[src/rtl/sram_axi_bridge_pkg.sv]
// Shared definitions for the sram-like to AXI3 bridge: FSM encodings,
// fixed AXI field values and the transaction ids used per core port.
package sram_axi_bridge_pkg;

    typedef enum logic [1:0] {
        R_IDLE = 2'd0,
        R_AR   = 2'd1,
        R_R    = 2'd2
    } rd_state_t;

    typedef enum logic [1:0] {
        W_IDLE = 2'd0,
        W_REQ  = 2'd1,
        W_B    = 2'd2
    } wr_state_t;

    localparam logic [1:0] AXI_BURST_INCR = 2'b01;
    localparam logic [7:0] AXI_LEN_SINGLE = 8'd0;
    localparam int         ID_INST        = 0;
    localparam int         ID_DATA        = 1;

    // sram size encodes bytes as 2^size, which is exactly AXI AxSIZE for <= 4 bytes
    function automatic logic [2:0] axi_size(input logic [1:0] size);
        return {1'b0, size};
    endfunction

endpackage

[src/rtl/sram_axi_bridge_if.sv]
// AXI3 master-side bus of the bridge, one instance per bridge.
// Handshake: a channel transfers on a rising aclk edge where valid && ready are both 1;
// the source holds valid and its payload stable until that edge, ready may change freely.
interface sram_axi_bridge_if #(
    parameter int ID_W   = 4,
    parameter int ADDR_W = 32
);
    logic [ID_W-1:0]   arid;
    logic [ADDR_W-1:0] araddr;
    logic [7:0]        arlen;
    logic [2:0]        arsize;
    logic [1:0]        arburst;
    logic [1:0]        arlock;
    logic [3:0]        arcache;
    logic [2:0]        arprot;
    logic              arvalid;
    logic              arready;

    logic [ID_W-1:0]   rid;
    logic [31:0]       rdata;
    logic [1:0]        rresp;
    logic              rlast;
    logic              rvalid;
    logic              rready;

    logic [ID_W-1:0]   awid;
    logic [ADDR_W-1:0] awaddr;
    logic [7:0]        awlen;
    logic [2:0]        awsize;
    logic [1:0]        awburst;
    logic [1:0]        awlock;
    logic [3:0]        awcache;
    logic [2:0]        awprot;
    logic              awvalid;
    logic              awready;

    logic [ID_W-1:0]   wid;
    logic [31:0]       wdata;
    logic [3:0]        wstrb;
    logic              wlast;
    logic              wvalid;
    logic              wready;

    logic [ID_W-1:0]   bid;
    logic [1:0]        bresp;
    logic              bvalid;
    logic              bready;

    modport master (
        output arid, araddr, arlen, arsize, arburst, arlock, arcache, arprot, arvalid,
        input  arready,
        input  rid, rdata, rresp, rlast, rvalid,
        output rready,
        output awid, awaddr, awlen, awsize, awburst, awlock, awcache, awprot, awvalid,
        input  awready,
        output wid, wdata, wstrb, wlast, wvalid,
        input  wready,
        input  bid, bresp, bvalid,
        output bready
    );

    modport slave (
        input  arid, araddr, arlen, arsize, arburst, arlock, arcache, arprot, arvalid,
        output arready,
        output rid, rdata, rresp, rlast, rvalid,
        input  rready,
        input  awid, awaddr, awlen, awsize, awburst, awlock, awcache, awprot, awvalid,
        output awready,
        input  wid, wdata, wstrb, wlast, wvalid,
        output wready,
        output bid, bresp, bvalid,
        input  bready
    );

endinterface

[src/rtl/sram_axi_bridge_axi_wr_ch.sv]
// Single-outstanding AXI3 write channel: latches one data-port write, drives AW and W
// independently until each has handshaken, then waits for the B response.
module sram_axi_bridge_axi_wr_ch
    import sram_axi_bridge_pkg::*;
#(
    parameter int ADDR_W = 32
) (
    input  logic              aclk,
    input  logic              aresetn,
    input  logic              start,
    input  logic [ADDR_W-1:0] req_addr,
    input  logic [1:0]        req_size,
    input  logic [3:0]        req_wstrb,
    input  logic [31:0]       req_wdata,
    input  logic              b_hold,
    output logic              busy,
    output logic              b_ok,
    output wr_state_t         state_dbg,
    output logic [ADDR_W-1:0] awaddr,
    output logic [2:0]        awsize,
    output logic              awvalid,
    input  logic              awready,
    output logic [31:0]       wdata,
    output logic [3:0]        wstrb,
    output logic              wvalid,
    input  logic              wready,
    input  logic              bvalid,
    output logic              bready
);
    wr_state_t  state, state_next;
    logic       aw_done, w_done;
    logic       aw_fin, w_fin;
    logic [1:0] size_q;

    always_ff @(posedge aclk or negedge aresetn) begin
        if (!aresetn) state <= W_IDLE;
        else          state <= state_next;
    end

    // A channel counts as finished if it handshook earlier or is handshaking now
    assign aw_fin = aw_done | (awvalid & awready);
    assign w_fin  = w_done  | (wvalid  & wready);

    always_comb begin
        state_next = state;
        case (state)
            W_IDLE:  if (start)            state_next = W_REQ;
            W_REQ:   if (aw_fin && w_fin)  state_next = W_B;
            W_B:     if (bvalid && !b_hold) state_next = W_IDLE;
            default:                       state_next = W_IDLE;
        endcase
    end

    always_comb begin
        awvalid   = (state == W_REQ) & ~aw_done;
        wvalid    = (state == W_REQ) & ~w_done;
        bready    = (state == W_B) & ~b_hold;
        busy      = (state != W_IDLE);
        b_ok      = bvalid & bready;
        state_dbg = state;
    end

    always_ff @(posedge aclk or negedge aresetn) begin
        if (!aresetn) begin
            awaddr  <= '0;
            size_q  <= '0;
            wstrb   <= '0;
            wdata   <= '0;
            aw_done <= 1'b0;
            w_done  <= 1'b0;
        end else if (start) begin
            awaddr  <= req_addr;
            size_q  <= req_size;
            wstrb   <= req_wstrb;
            wdata   <= req_wdata;
            aw_done <= 1'b0;
            w_done  <= 1'b0;
        end else begin
            if (awvalid && awready) aw_done <= 1'b1;
            if (wvalid && wready)   w_done  <= 1'b1;
        end
    end

    assign awsize = axi_size(size_q);

endmodule

[src/rtl/sram_axi_bridge.sv]
// Bridge from the core's inst/data sram-like ports to single-beat AXI3 transactions.
// One read and one write may be outstanding at a time; reads are arbitrated here.
module sram_axi_bridge
    import sram_axi_bridge_pkg::*;
#(
    parameter int ID_W   = 4,
    parameter int ADDR_W = 32
) (
    input  logic              aclk,
    input  logic              aresetn,

    input  logic              inst_sram_req,
    input  logic              inst_sram_wr,
    input  logic [1:0]        inst_sram_size,
    input  logic [3:0]        inst_sram_wstrb,
    input  logic [ADDR_W-1:0] inst_sram_addr,
    input  logic [31:0]       inst_sram_wdata,
    output logic              inst_sram_addr_ok,
    output logic              inst_sram_data_ok,
    output logic [31:0]       inst_sram_rdata,

    input  logic              data_sram_req,
    input  logic              data_sram_wr,
    input  logic [1:0]        data_sram_size,
    input  logic [3:0]        data_sram_wstrb,
    input  logic [ADDR_W-1:0] data_sram_addr,
    input  logic [31:0]       data_sram_wdata,
    output logic              data_sram_addr_ok,
    output logic              data_sram_data_ok,
    output logic [31:0]       data_sram_rdata,

    sram_axi_bridge_if.master axi,

    output rd_state_t         rd_state_dbg,
    output wr_state_t         wr_state_dbg
);
    rd_state_t         rd_state, rd_next;
    logic [ID_W-1:0]   rd_id_q;
    logic [ADDR_W-1:0] rd_addr_q;
    logic [1:0]        rd_size_q;

    logic              wr_busy, wr_b_ok, wr_start;
    wr_state_t         wr_state;

    logic data_rd_req, raw_block, data_rd_acc, inst_acc, rd_acc;
    logic r_fire, data_rd_ok;

    assign data_rd_req = data_sram_req & ~data_sram_wr;
    // A read of the word a pending write targets must not overtake that write
    assign raw_block   = wr_busy & (axi.awaddr[ADDR_W-1:2] == data_sram_addr[ADDR_W-1:2]);
    assign data_rd_acc = (rd_state == R_IDLE) & data_rd_req & ~raw_block;
    assign inst_acc    = (rd_state == R_IDLE) & inst_sram_req & ~data_rd_acc;
    assign rd_acc      = data_rd_acc | inst_acc;
    assign wr_start    = (wr_state == W_IDLE) & data_sram_req & data_sram_wr;
    assign r_fire      = axi.rvalid & (rd_state == R_R);
    assign data_rd_ok  = r_fire & (axi.rid == ID_W'(ID_DATA));

    always_ff @(posedge aclk or negedge aresetn) begin
        if (!aresetn) rd_state <= R_IDLE;
        else          rd_state <= rd_next;
    end

    always_comb begin
        rd_next = rd_state;
        case (rd_state)
            R_IDLE:  if (rd_acc)      rd_next = R_AR;
            R_AR:    if (axi.arready) rd_next = R_R;
            R_R:     if (axi.rvalid)  rd_next = R_IDLE;
            default:                  rd_next = R_IDLE;
        endcase
    end

    always_comb begin
        axi.arvalid       = (rd_state == R_AR);
        axi.rready        = (rd_state == R_R);
        inst_sram_addr_ok = inst_acc;
        data_sram_addr_ok = data_rd_acc | wr_start;
        inst_sram_data_ok = r_fire & (axi.rid == ID_W'(ID_INST));
        data_sram_data_ok = data_rd_ok | wr_b_ok;
        rd_state_dbg      = rd_state;
    end

    always_ff @(posedge aclk or negedge aresetn) begin
        if (!aresetn) begin
            rd_id_q   <= '0;
            rd_addr_q <= '0;
            rd_size_q <= '0;
        end else if (rd_acc) begin
            rd_id_q   <= data_rd_acc ? ID_W'(ID_DATA) : ID_W'(ID_INST);
            rd_addr_q <= data_rd_acc ? data_sram_addr : inst_sram_addr;
            rd_size_q <= data_rd_acc ? data_sram_size : inst_sram_size;
        end
    end

    assign axi.arid    = rd_id_q;
    assign axi.araddr  = rd_addr_q;
    assign axi.arsize  = axi_size(rd_size_q);
    assign axi.arlen   = AXI_LEN_SINGLE;
    assign axi.arburst = AXI_BURST_INCR;
    assign axi.arlock  = '0;
    assign axi.arcache = '0;
    assign axi.arprot  = '0;

    assign inst_sram_rdata = axi.rdata;
    assign data_sram_rdata = axi.rdata;

    // Read response wins the data port's data_ok; B waits one cycle via b_hold
    sram_axi_bridge_axi_wr_ch #(.ADDR_W(ADDR_W)) u_wr_ch (
        .aclk      (aclk),
        .aresetn   (aresetn),
        .start     (wr_start),
        .req_addr  (data_sram_addr),
        .req_size  (data_sram_size),
        .req_wstrb (data_sram_wstrb),
        .req_wdata (data_sram_wdata),
        .b_hold    (data_rd_ok),
        .busy      (wr_busy),
        .b_ok      (wr_b_ok),
        .state_dbg (wr_state),
        .awaddr    (axi.awaddr),
        .awsize    (axi.awsize),
        .awvalid   (axi.awvalid),
        .awready   (axi.awready),
        .wdata     (axi.wdata),
        .wstrb     (axi.wstrb),
        .wvalid    (axi.wvalid),
        .wready    (axi.wready),
        .bvalid    (axi.bvalid),
        .bready    (axi.bready)
    );

    assign axi.awid    = ID_W'(ID_DATA);
    assign axi.wid     = ID_W'(ID_DATA);
    assign axi.awlen   = AXI_LEN_SINGLE;
    assign axi.awburst = AXI_BURST_INCR;
    assign axi.awlock  = '0;
    assign axi.awcache = '0;
    assign axi.awprot  = '0;
    assign axi.wlast   = 1'b1;
    assign wr_state_dbg = wr_state;

    // Inputs the bridge deliberately ignores (inst port is read-only, responses are never errored)
    logic unused_inputs;
    assign unused_inputs = &{1'b0, inst_sram_wr, inst_sram_wstrb, inst_sram_wdata,
                             axi.rresp, axi.rlast, axi.bid, axi.bresp};

endmodule

[src/flat_wrapper.sv]
// flat-port wrapper written by rule: the top's interface ports become plain ports
module sram_axi_bridge_flat import sram_axi_bridge_pkg::*;
#(
    parameter int ID_W   = 4,
    parameter int ADDR_W = 32
)
  (aclk, aresetn, inst_sram_req, inst_sram_wr, inst_sram_size, inst_sram_wstrb, inst_sram_addr, inst_sram_wdata, inst_sram_addr_ok, inst_sram_data_ok, inst_sram_rdata, data_sram_req, data_sram_wr, data_sram_size, data_sram_wstrb, data_sram_addr, data_sram_wdata, data_sram_addr_ok, data_sram_data_ok, data_sram_rdata, rd_state_dbg, wr_state_dbg, axi_arid, axi_araddr, axi_arlen, axi_arsize, axi_arburst, axi_arlock, axi_arcache, axi_arprot, axi_arvalid, axi_arready, axi_rid, axi_rdata, axi_rresp, axi_rlast, axi_rvalid, axi_rready, axi_awid, axi_awaddr, axi_awlen, axi_awsize, axi_awburst, axi_awlock, axi_awcache, axi_awprot, axi_awvalid, axi_awready, axi_wid, axi_wdata, axi_wstrb, axi_wlast, axi_wvalid, axi_wready, axi_bid, axi_bresp, axi_bvalid, axi_bready);
  sram_axi_bridge_if #(.ID_W(ID_W), .ADDR_W(ADDR_W)) axi_i ();
  input  logic aclk;
  input  logic aresetn;
  input  logic inst_sram_req;
  input  logic inst_sram_wr;
  input  logic [1:0] inst_sram_size;
  input  logic [3:0] inst_sram_wstrb;
  input  logic [ADDR_W-1:0] inst_sram_addr;
  input  logic [31:0] inst_sram_wdata;
  output logic inst_sram_addr_ok;
  output logic inst_sram_data_ok;
  output logic [31:0] inst_sram_rdata;
  input  logic data_sram_req;
  input  logic data_sram_wr;
  input  logic [1:0] data_sram_size;
  input  logic [3:0] data_sram_wstrb;
  input  logic [ADDR_W-1:0] data_sram_addr;
  input  logic [31:0] data_sram_wdata;
  output logic data_sram_addr_ok;
  output logic data_sram_data_ok;
  output logic [31:0] data_sram_rdata;
  output rd_state_t rd_state_dbg;
  output wr_state_t wr_state_dbg;
  output wire logic [$bits(axi_i.arid)-1:0] axi_arid;
  output wire logic [$bits(axi_i.araddr)-1:0] axi_araddr;
  output wire logic [$bits(axi_i.arlen)-1:0] axi_arlen;
  output wire logic [$bits(axi_i.arsize)-1:0] axi_arsize;
  output wire logic [$bits(axi_i.arburst)-1:0] axi_arburst;
  output wire logic [$bits(axi_i.arlock)-1:0] axi_arlock;
  output wire logic [$bits(axi_i.arcache)-1:0] axi_arcache;
  output wire logic [$bits(axi_i.arprot)-1:0] axi_arprot;
  output wire logic [$bits(axi_i.arvalid)-1:0] axi_arvalid;
  input wire logic [$bits(axi_i.arready)-1:0] axi_arready;
  input wire logic [$bits(axi_i.rid)-1:0] axi_rid;
  input wire logic [$bits(axi_i.rdata)-1:0] axi_rdata;
  input wire logic [$bits(axi_i.rresp)-1:0] axi_rresp;
  input wire logic [$bits(axi_i.rlast)-1:0] axi_rlast;
  input wire logic [$bits(axi_i.rvalid)-1:0] axi_rvalid;
  output wire logic [$bits(axi_i.rready)-1:0] axi_rready;
  output wire logic [$bits(axi_i.awid)-1:0] axi_awid;
  output wire logic [$bits(axi_i.awaddr)-1:0] axi_awaddr;
  output wire logic [$bits(axi_i.awlen)-1:0] axi_awlen;
  output wire logic [$bits(axi_i.awsize)-1:0] axi_awsize;
  output wire logic [$bits(axi_i.awburst)-1:0] axi_awburst;
  output wire logic [$bits(axi_i.awlock)-1:0] axi_awlock;
  output wire logic [$bits(axi_i.awcache)-1:0] axi_awcache;
  output wire logic [$bits(axi_i.awprot)-1:0] axi_awprot;
  output wire logic [$bits(axi_i.awvalid)-1:0] axi_awvalid;
  input wire logic [$bits(axi_i.awready)-1:0] axi_awready;
  output wire logic [$bits(axi_i.wid)-1:0] axi_wid;
  output wire logic [$bits(axi_i.wdata)-1:0] axi_wdata;
  output wire logic [$bits(axi_i.wstrb)-1:0] axi_wstrb;
  output wire logic [$bits(axi_i.wlast)-1:0] axi_wlast;
  output wire logic [$bits(axi_i.wvalid)-1:0] axi_wvalid;
  input wire logic [$bits(axi_i.wready)-1:0] axi_wready;
  input wire logic [$bits(axi_i.bid)-1:0] axi_bid;
  input wire logic [$bits(axi_i.bresp)-1:0] axi_bresp;
  input wire logic [$bits(axi_i.bvalid)-1:0] axi_bvalid;
  output wire logic [$bits(axi_i.bready)-1:0] axi_bready;
  assign axi_arid = axi_i.arid;
  assign axi_araddr = axi_i.araddr;
  assign axi_arlen = axi_i.arlen;
  assign axi_arsize = axi_i.arsize;
  assign axi_arburst = axi_i.arburst;
  assign axi_arlock = axi_i.arlock;
  assign axi_arcache = axi_i.arcache;
  assign axi_arprot = axi_i.arprot;
  assign axi_arvalid = axi_i.arvalid;
  assign axi_i.arready = axi_arready;
  assign axi_i.rid = axi_rid;
  assign axi_i.rdata = axi_rdata;
  assign axi_i.rresp = axi_rresp;
  assign axi_i.rlast = axi_rlast;
  assign axi_i.rvalid = axi_rvalid;
  assign axi_rready = axi_i.rready;
  assign axi_awid = axi_i.awid;
  assign axi_awaddr = axi_i.awaddr;
  assign axi_awlen = axi_i.awlen;
  assign axi_awsize = axi_i.awsize;
  assign axi_awburst = axi_i.awburst;
  assign axi_awlock = axi_i.awlock;
  assign axi_awcache = axi_i.awcache;
  assign axi_awprot = axi_i.awprot;
  assign axi_awvalid = axi_i.awvalid;
  assign axi_i.awready = axi_awready;
  assign axi_wid = axi_i.wid;
  assign axi_wdata = axi_i.wdata;
  assign axi_wstrb = axi_i.wstrb;
  assign axi_wlast = axi_i.wlast;
  assign axi_wvalid = axi_i.wvalid;
  assign axi_i.wready = axi_wready;
  assign axi_i.bid = axi_bid;
  assign axi_i.bresp = axi_bresp;
  assign axi_i.bvalid = axi_bvalid;
  assign axi_bready = axi_i.bready;
  sram_axi_bridge #(.ID_W(ID_W), .ADDR_W(ADDR_W)) u_core (.aclk(aclk), .aresetn(aresetn), .inst_sram_req(inst_sram_req), .inst_sram_wr(inst_sram_wr), .inst_sram_size(inst_sram_size), .inst_sram_wstrb(inst_sram_wstrb), .inst_sram_addr(inst_sram_addr), .inst_sram_wdata(inst_sram_wdata), .inst_sram_addr_ok(inst_sram_addr_ok), .inst_sram_data_ok(inst_sram_data_ok), .inst_sram_rdata(inst_sram_rdata), .data_sram_req(data_sram_req), .data_sram_wr(data_sram_wr), .data_sram_size(data_sram_size), .data_sram_wstrb(data_sram_wstrb), .data_sram_addr(data_sram_addr), .data_sram_wdata(data_sram_wdata), .data_sram_addr_ok(data_sram_addr_ok), .data_sram_data_ok(data_sram_data_ok), .data_sram_rdata(data_sram_rdata), .axi(axi_i), .rd_state_dbg(rd_state_dbg), .wr_state_dbg(wr_state_dbg));
endmodule
[config.mk]
export PLATFORM = sky130hd
export DESIGN_NAME = sram_axi_bridge_flat
export DESIGN_NICKNAME = d
export VERILOG_FILES = /design/src/rtl/sram_axi_bridge_pkg.sv /design/src/rtl/sram_axi_bridge_if.sv /design/src/rtl/sram_axi_bridge_axi_wr_ch.sv /design/src/rtl/sram_axi_bridge.sv /design/src/flat_wrapper.sv
export SDC_FILE = /design/constraint.sdc
export NUM_CORES = 1
export LEC_CHECK = 0
export ABC_CLOCK_PERIOD_IN_PS = 1800
export CAP_MARGIN = 25
export CORE_AREA = 4 4 166 168
export CTS_BUF_LIST = sky130_fd_sc_hd__clkbuf_4 sky130_fd_sc_hd__clkbuf_8
export CTS_CLUSTER_DIAMETER = 200
export DETAILED_ROUTE_END_ITERATION = 7
export DIE_AREA = 0 0 170 172
export HOLD_SLACK_MARGIN = 0.05
export PLACE_DENSITY_LB_ADDON = 0.05
export SETUP_SLACK_MARGIN = 0.15
export SYNTH_ARGS = -nofsm -noshare
export SYNTH_HDL_FRONTEND = slang
export SYNTH_HIERARCHICAL = 1
export SYNTH_SLANG_ARGS = --single-unit
[constraint.sdc]
create_clock -name aclk -period 1.8 [get_ports aclk]
set_input_delay 0.18 -clock aclk [delete_from_list [all_inputs] [get_ports aclk]]
set_output_delay 0.18 -clock aclk [all_outputs]
set_load 0.1 [all_outputs]
### Word-level counts from Yosys, hierarchy flattened

Cells that the tools add are included.

* output and inout port bits: 234
* flip-flop bits (word level): 114

* equality and inequality tests: 12
* reduce and logical (&&, ||, !) cells: 13
* bitwise logic cells: 28
* mux-type cells: 15

Operator list (number)
* $mux W32: 1
* $eq A30 B30 Y1: 1
* $and A1 B1 Y1: 17
* $mux W2: 7
* $pmux W2 S3: 2
* $ne A2 B1 Y1 const B: 3
* $ne A2 B2 Y1 const B: 3
* $not A1 Y1: 6
* $reduce_and A3 Y1: 2
* $reduce_bool A2 Y1: 3
* $mux W1: 5
* $or A1 B1 Y1: 5
* $eq A2 B1 Y1 const B: 2
* $eq A2 B2 Y1 const B: 2
* $eq A4 B1 Y1 const B: 1
* $logic_and A1 B1 Y1: 4
* $logic_not A2 Y1: 2
* $logic_not A4 Y1: 1
* $logic_not A1 Y1: 1

### Longest topological paths before layout

Gate-level depths: netlist of the first run.

* depth after elaboration: 9
* mapped depth: 7
* depth with buffers taken out: 6

### Modules after synthesis

Netlist of the first run, hierarchy kept.

Modules (own cells, without submodules)
* sram_axi_bridge_axi_wr_ch: area an instance 3156.8 um^2, cells an instance 173, times used 1
* sram_axi_bridge: area an instance 3133.0 um^2, cells an instance 362, times used 1

### Least setup slack after synthesis of the first run

No wires, ideal clock.

* path kind: register to output
* from: register u_core.u_wr_ch.awaddr[10]
* to: output port inst_sram_addr_ok
* arrival time: 3157 ps
* stages on the path, launching flop included: 8
* slack: -1537 ps
* required time: 1620 ps
* cells stage by stage: dfrtp_1 > xnor2_1 > nand4_1 > nor4_1 > a21oi_1 > buf_6 > buf_6 > nor2_1

* word-level cells in the longest chain between the ends: 6

Ends and longest elaborated chain
* start, declared: RTL line sram_axi_bridge_axi_wr_ch.sv:19 `output logic [ADDR_W-1:0] awaddr,`
* start signal, assigned: RTL line sram_axi_bridge_axi_wr_ch.sv:72 `awaddr <= req_addr;`
* $eq A30 B30 Y1: RTL line sram_axi_bridge.sv:50 `assign raw_block = wr_busy & (axi.awaddr[ADDR_W-1:2] == data_sram_addr[ADDR_W-1:2]);`
* $and A1 B1 Y1: RTL line sram_axi_bridge.sv:50
* $not A1 Y1: RTL line sram_axi_bridge.sv:51 `assign data_rd_acc = (rd_state == R_IDLE) & data_rd_req & ~raw_block;`
* $and A1 B1 Y1: RTL line sram_axi_bridge.sv:51
* $not A1 Y1: RTL line sram_axi_bridge.sv:52 `assign inst_acc = (rd_state == R_IDLE) & inst_sram_req & ~data_rd_acc;`
* $and A1 B1 Y1: RTL line sram_axi_bridge.sv:52
* end, declared: RTL line flat_wrapper.sv:17 `output logic inst_sram_addr_ok;`

Every way passes these cells.

### Final worst setup path of the first run

* from: register u_core.u_wr_ch.awaddr[26]
* to: register u_core.rd_size_q[0]

* word-level cells in the longest chain between the ends: 7
* elaborated cells between the ends (all ways): 8
* those cells by class: 1 x eq/ne; 1 x mux; 6 x bitwise

Ends and longest elaborated chain
* $eq A30 B30 Y1 (*): RTL line sram_axi_bridge.sv:50
* $and A1 B1 Y1 (*): RTL line sram_axi_bridge.sv:50
* $not A1 Y1 (*): RTL line sram_axi_bridge.sv:51
* $and A1 B1 Y1 (*): RTL line sram_axi_bridge.sv:51
* $not A1 Y1: RTL line sram_axi_bridge.sv:52
* $and A1 B1 Y1: RTL line sram_axi_bridge.sv:52
* $or A1 B1 Y1: RTL line sram_axi_bridge.sv:53 `assign rd_acc = data_rd_acc | inst_acc;`
* end signal, assigned: RTL line sram_axi_bridge.sv:91 `rd_size_q <= data_rd_acc ? data_sram_size : inst_sram_size;`
* end, declared: RTL line sram_axi_bridge.sv:40 `logic [1:0] rd_size_q;`

Every way passes the cells marked *; elsewhere a longest branch is shown, timed or not.
A chain may end at the register's enable or synchronous reset.

==> results of run 1 <==
==> area by class of cell <==
class | count | area share, %
clock buffers | 10 | 1.33
clock inverters | 6 | 0.456
inverters | 5 | 0.215
multi-input cells | 333 | 28.7
flip-flops and latches | 111 | 29.1
well taps | 335 | 4.25
repair buffers | 353 | 36.0
==> synth_stat cells, types with 3 or more instances <==
cell type | instances | area [um2]
buf_4 | 116 | 871
dfrtp_1 | 111 | 2780
nand2_1 | 104 | 390
mux2_4 | 83 | 1250
xnor2_1 | 30 | 263
mux2_2 | 21 | 236
clkbuf_1 | 7 | 26.3
nand4_1 | 7 | 43.8
buf_12 | 6 | 120
nor2_1 | 6 | 22.5
inv_1 | 5 | 18.8
buf_6 | 4 | 45.0
nand2b_1 | 4 | 25.0
nor2b_1 | 4 | 25.0
a21oi_1 | 3 | 15.0
conb_1 | 3 | 11.3
nand3b_1 | 3 | 22.5
nor4_1 | 3 | 18.8
==> flip-flops by register name, indices dropped and copies added, names as in the netlist <==
name	cells
u_core/rd_state_dbg	2
u_core/u_wr_ch/aw_done	1
u_core/rd_size_q	2
u_core/axi.arid	1
u_core/u_wr_ch/size_q	2
u_core/axi.araddr	32
u_core/u_wr_ch/awaddr	32
u_core/u_wr_ch/state_dbg	2
u_core/u_wr_ch/wdata	32
u_core/u_wr_ch/w_done	1
u_core/u_wr_ch/wstrb	4
==> logic make-up (layout without fill, tap and decap cells) <==
kind of cell,after synthesis,after routing
flip-flops,111,111
buffers and inverters,140,374
AO/OA/AOI/OAI,8,8
XOR/XNOR,30,30
multiplexers,104,104
AND/OR/NAND/NOR,139,139
other,3,52
==> path summary, 6_finish.rpt <==
check	to	start	slack, ns	cells past startpoint
max in group asynchronous	u_core/u_wr_ch/awaddr[20]	aresetn	1.01	3
min	u_core/u_wr_ch/size_q[1]	aresetn	0.11	2
max	u_core/rd_size_q[0]	u_core/u_wr_ch/awaddr[26]	-0.53	11
max reg2reg	u_core/rd_size_q[0]	u_core/u_wr_ch/awaddr[26]	-0.53	11
min reg2reg	u_core/axi.arid[0]	u_core/axi.arid[0]	0.50	1
min in group aclk	data_sram_rdata[16]	axi_rdata[16]	0.36	0
==> repair_timing <==
item,4_1_cts,5_1_grt
pin swaps,8,10
resized for setup,50,21
endpoints found under the hold margin,111,0
setup buffers,20,7
gates cloned,7,0
hold buffers,1,0
setup endpoints to repair,103,115
==> per-stage QoR <==
step	setup slack (ns)	cell area [um2]	utilization [%]
6_report	-0.532	9870	38.1
5_1_grt	-0.675	9870	38.1
4_1_cts	-0.688	9710	37.5
3_5_place_dp	-0.693	8950	34.5
3_3_place_gp	-0.717	8950	34.5
2_1_floorplan	-0.421	6660	-
==> critical path, cell delays in order (launching register included) <==
cell     delay (ns)
dfrtp_4        0.52
xnor2_4        0.24
nand4_1        0.14
nor4_2         0.23
buf_4          0.16
a21oi_4        0.08
buf_12         0.13
buf_4          0.12
buf_6          0.10
buf_6          0.10
buf_6          0.12
mux2_4         0.29
==> placed cells by master (no fill, tap or decap), drive strengths merged, types with 4 or more instances in the layout <==
master,netlist,final
buf,128,236
clkbuf,7,10
clkdlybuf4s50,0,116
conb,3,52
dfrtp,111,111
inv,5,8
mux2,104,104
nand2,104,104
nand2b,4,4
nand4,7,7
nor2,6,6
nor2b,4,4
xnor2,30,30
==> per-layer routing <==
layer	GRT usage (%)	wire length, um
met3	6.08	2230
met4	3.16	253
met2	21.7	9500
met5	0	13
met1	16.9	8440
==> reports/results.ini, run 1 <==
[run_status]
outcome=complete, but fails checks
failed_checks=negative setup slack

[place]
hpwl_mm=15.3
port_buffers=235
placed_cells_incl_taps=1102
gp_congestion=0.796

[timing]
finClkSkew_ns=0.0190
slew_viol_final=0
fin_setup_tns_ns=-19.77
final_hold_viol_count=0
fin_crit_sh_pct=130
timing.fmax_mhz=429
post-route-worst-setup-slack_ns=-0.532
setup_viol=88
rsz0062_at_grt=yes
hold_ws_ns=0.106
period_minus_slack_ns=2.33

[hold_path]
hold_path_class=input port to async pin

[die]
core_um2=25900
io_pins=430
num_rows=59
dieWidth_um=170
dieArea_um2=29200
die_h_um=172
start_util_pct=24.3

[yosys]
synth_simple_gate_area_share_pct=9.45
synth_xor_xnor_area_share_pct=4.18
async_flop_share_pct=100
synth_compound_area_share_pct=0.955
synth_top_family_by_area=multiplexers
yosysWarnings=6
netlist_area_um2=6290
synthMuxAreaShare_pct=23.6
synth_flop_cell=dfrtp_1
seq_area_frac_synth_pct=44.2
ys_seq_elements=111
netlist_instances=535
ys_types=29
synth_edf_count=0
synth_fa_ha_area_share_pct=0
syn_area_per_cell_um2=11.8

[layout]
syn_to_final_growth_pct=56.9
regArea_um2=2870
multiInputGateArea_um2=2830
fin_nets=1009
fin_cells=1153
n_antenna_cell=0
nFillCells=2602
drive_gt1_share_pct=51.5

[global_routing]
grt_overflow=0
grt_pass1_vias=4791
grt_use_total_pct=13.6
antenna_found_initial=1
grt_first_pass_wirelength_mm=30.1
grt_max_degree=49

[critical_path]
crit_path_end_kind=register
crit_path_start_kind=register
crit_type=register to register
cp.required_ns=2.07
arrival_ns=2.61
crit_fanout=4

[route]
vias=4492
drt-pass1-iter-count=4
drc_errors=0
finalWirelength_mm=20.4
detail-route-antenna-nets=0
dr.first_iter.drc_count=147
routed_via_density=3.90
avgRoutedWirePerCell_um=17.7

[clock_network]
path_clk_slew_ns=0.12
cts_made_buffers=9
cts_tree=done
clkSinkCount=111
htreeDepth=3
clk_latency_ns=0.39
root_buffer=clkbuf_8
clockBufferDepth=2

[flow_run]
maxCapViolCount=0

Power of run 1 is left out: the tool's default activity adds up to more than one toggle a clock period on the data nets, which glitch-free logic cannot reach.
==> inputs of run 2 (changes only) <==
CELL_PAD_IN_SITES_DETAIL_PLACEMENT = 0   (was unset)
CELL_PAD_IN_SITES_GLOBAL_PLACEMENT = 1   (was unset)
CORE_AREA = 2 2 166 168   (was 4 4 166 168)
DIE_AREA = 0 0 168 170   (was 0 0 170 172)
DONT_BUFFER_PORTS = 1   (was unset)
==> run 2 against run 1 <==
  * The flow finishes with violations (negative hold slack, negative setup slack)
  * Wire length is 0.42% lower
  * Core utilization down 4.2 points
  * Flip-flop and latch count stayed put
  * Clock skew increased by 0.00099 ns
==> reports/results.ini, run 2 (synthesis results as in run 1) <==
[critical_path]
arrival_ns=2.21  ; was 2.61 ns
crit_path_end_kind=primary output  ; was register
r2r-end=u_core/axi.araddr[9]  ; was u_core/rd_size_q[0]
cp.required_ns=1.62  ; was 2.07 ns
ff2ff_path_depth=8  ; was 11
r2r-start=u_core/u_wr_ch/awaddr[23]  ; was u_core/u_wr_ch/awaddr[26]
crit_path_start_kind=register  ; unchanged
crit_type=register to primary output  ; was register to register
startpoint=u_core/u_wr_ch/awaddr[23]  ; was u_core/u_wr_ch/awaddr[26]
r2r_slack_ns=-0.43  ; was -0.53 ns
crit_fanout=3  ; was 4

[global_routing]
grt_max_degree=112  ; was 49
antenna_found_initial=0  ; was 1
grt_use_total_pct=13.8  ; was 13.6%
grt_pass1_vias=4565  ; was 4791
grt_first_pass_wirelength_mm=29.4  ; was 30.1 mm
grt_overflow=0  ; unchanged

[timing]
period_minus_slack_ns=2.39  ; was 2.33 ns
finClkSkew_ns=0.0200  ; was 0.0190 ns
rsz0062_at_grt=yes  ; unchanged
final_hold_viol_count=111  ; was 0
post-route-worst-setup-slack_ns=-0.589  ; was -0.532 ns
fin_crit_sh_pct=133  ; was 130%
slew_viol_final=0  ; unchanged
timing.fmax_mhz=419  ; was 429 MHz
setup_viol=108  ; was 88
hold_ws_ns=-0.542  ; was 0.106 ns

[route]
drc_errors=0  ; unchanged
routed_via_density=3.93  ; was 3.90
vias=4218  ; was 4492
finalWirelength_mm=20.3  ; was 20.4 mm
dr.first_iter.drc_count=119  ; was 147
avgRoutedWirePerCell_um=19.0  ; was 17.7 um
detail-route-antenna-nets=0  ; unchanged
drt-pass1-iter-count=4  ; unchanged

[layout]
syn_to_final_growth_pct=43.6  ; was 56.9%
n_antenna_cell=0  ; unchanged
fin_nets=923  ; was 1009
final_common_cell=buf_4  ; unchanged
final_cell_area_um2=9030  ; was 9870 um2
drive_gt1_share_pct=47.0  ; was 51.5%
mostFrequentLayoutCells=121 x buf_4, 108 x dlygate4sd3_1, 103 x nand2_1  ; was 175 x buf_4, 116 x clkdlybuf4s50_1, 103 x nand2_1

[die]
io_pins=430  ; unchanged
start_util_pct=23.6  ; was 24.3%
die_h_um=170  ; was 172 um
core_um2=26700  ; was 25900 um2
dieArea_um2=28600  ; was 29200 um2
num_rows=60  ; was 59
dieWidth_um=168  ; was 170 um

[clock_network]
clockBufferDepth=2  ; unchanged
cts_tree=done  ; unchanged
htreeDepth=3  ; unchanged
cts_made_buffers=9  ; unchanged
clk_latency_ns=0.39  ; about the same
root_buffer=clkbuf_8  ; unchanged
clkSinkCount=111  ; unchanged
path_clk_slew_ns=0.13  ; was 0.12 ns
ctsHoldBuffers=108  ; was 1

[place]
port_buffers=0  ; was 235
dpl-instance-area_um2=7240  ; was 8950 um2
hpwl_mm=13.8  ; was 15.3 mm
gp_congestion=0.728  ; was 0.796

[run_status]
failed_checks=negative hold slack, negative setup slack  ; was negative setup slack
outcome=complete, but fails checks  ; unchanged

[flow_run]
maxCapViolCount=0  ; unchanged

[hold_path]
hold_path_class=input port to async pin  ; unchanged

## run 2: area by class of cell
type | count | area, um2
flip-flops and latches | 111 | 2870
multi-input cells | 333 | 2820
repair buffers | 267 | 2690
well taps | 341 | 427
clock inverters | 4 | 35.0
inverters | 5 | 18.8
fillers | 2673 | 17600
clock buffers | 12 | 165
## run 2: repair_timing
action | 4_1_cts | 5_1_grt
pin swaps | 10 | 8
gates resized for setup | 47 | 14
endpoints found under the setup margin | 115 | 112
endpoints found under the hold margin | 220 | 111
setup buffers | 11 | 4
gates cloned | 3 | 1
## run 2: per-layer routing
metal,vias to the layer above,global-route usage [%],share of wire (%)
li1,1958,-,-
met2,190,23.9,50
met5,-,0,0
met3,34,5.02,8.7
met4,0,4.01,1.6
met1,2036,16.1,40
## run 2: worst max path at each step
stage	endpoint	slack, ns	cells after the start
global placement	inst_sram_addr_ok	-0.43	8
CTS	inst_sram_addr_ok	-0.67	8
detailed placement	inst_sram_addr_ok	-0.40	8
finish	inst_sram_addr_ok	-0.59	8
floorplan	inst_sram_addr_ok	-0.42	7
global route	inst_sram_addr_ok	-0.67	8
## run 2: critical path, cell delays in order, from the launching register on
cell and delay [ns]:
dfrtp_4 0.49, xnor2_1 0.20, nand4_1 0.27, nor4_2 0.23, buf_4 0.17, a21oi_4 0.07, buf_12 0.13, nor2_4 0.09
buf_12 0.18
## run 2: through the flow
stage / setup WS, ns / utilization, % / instances / hold WS, ns / setup TNS, ns
6_report: -0.589 / 33.9 / 1073 / -0.542 / -18.63
5_1_grt: -0.671 / 33.9 / 1073 / -0.583 / -24.72
4_1_cts: -0.666 / 33.4 / 1068 / -0.584 / -16.61
3_5_place_dp: -0.395 / 27.2 / 930 / -0.112 / -14.91
3_3_place_gp: -0.429 / 27.2 / 930 / -0.111 / -15.55
2_1_floorplan: -0.421 / - / 584 / -0.116 / -4.91
Power of run 2 is left out for the same reason.
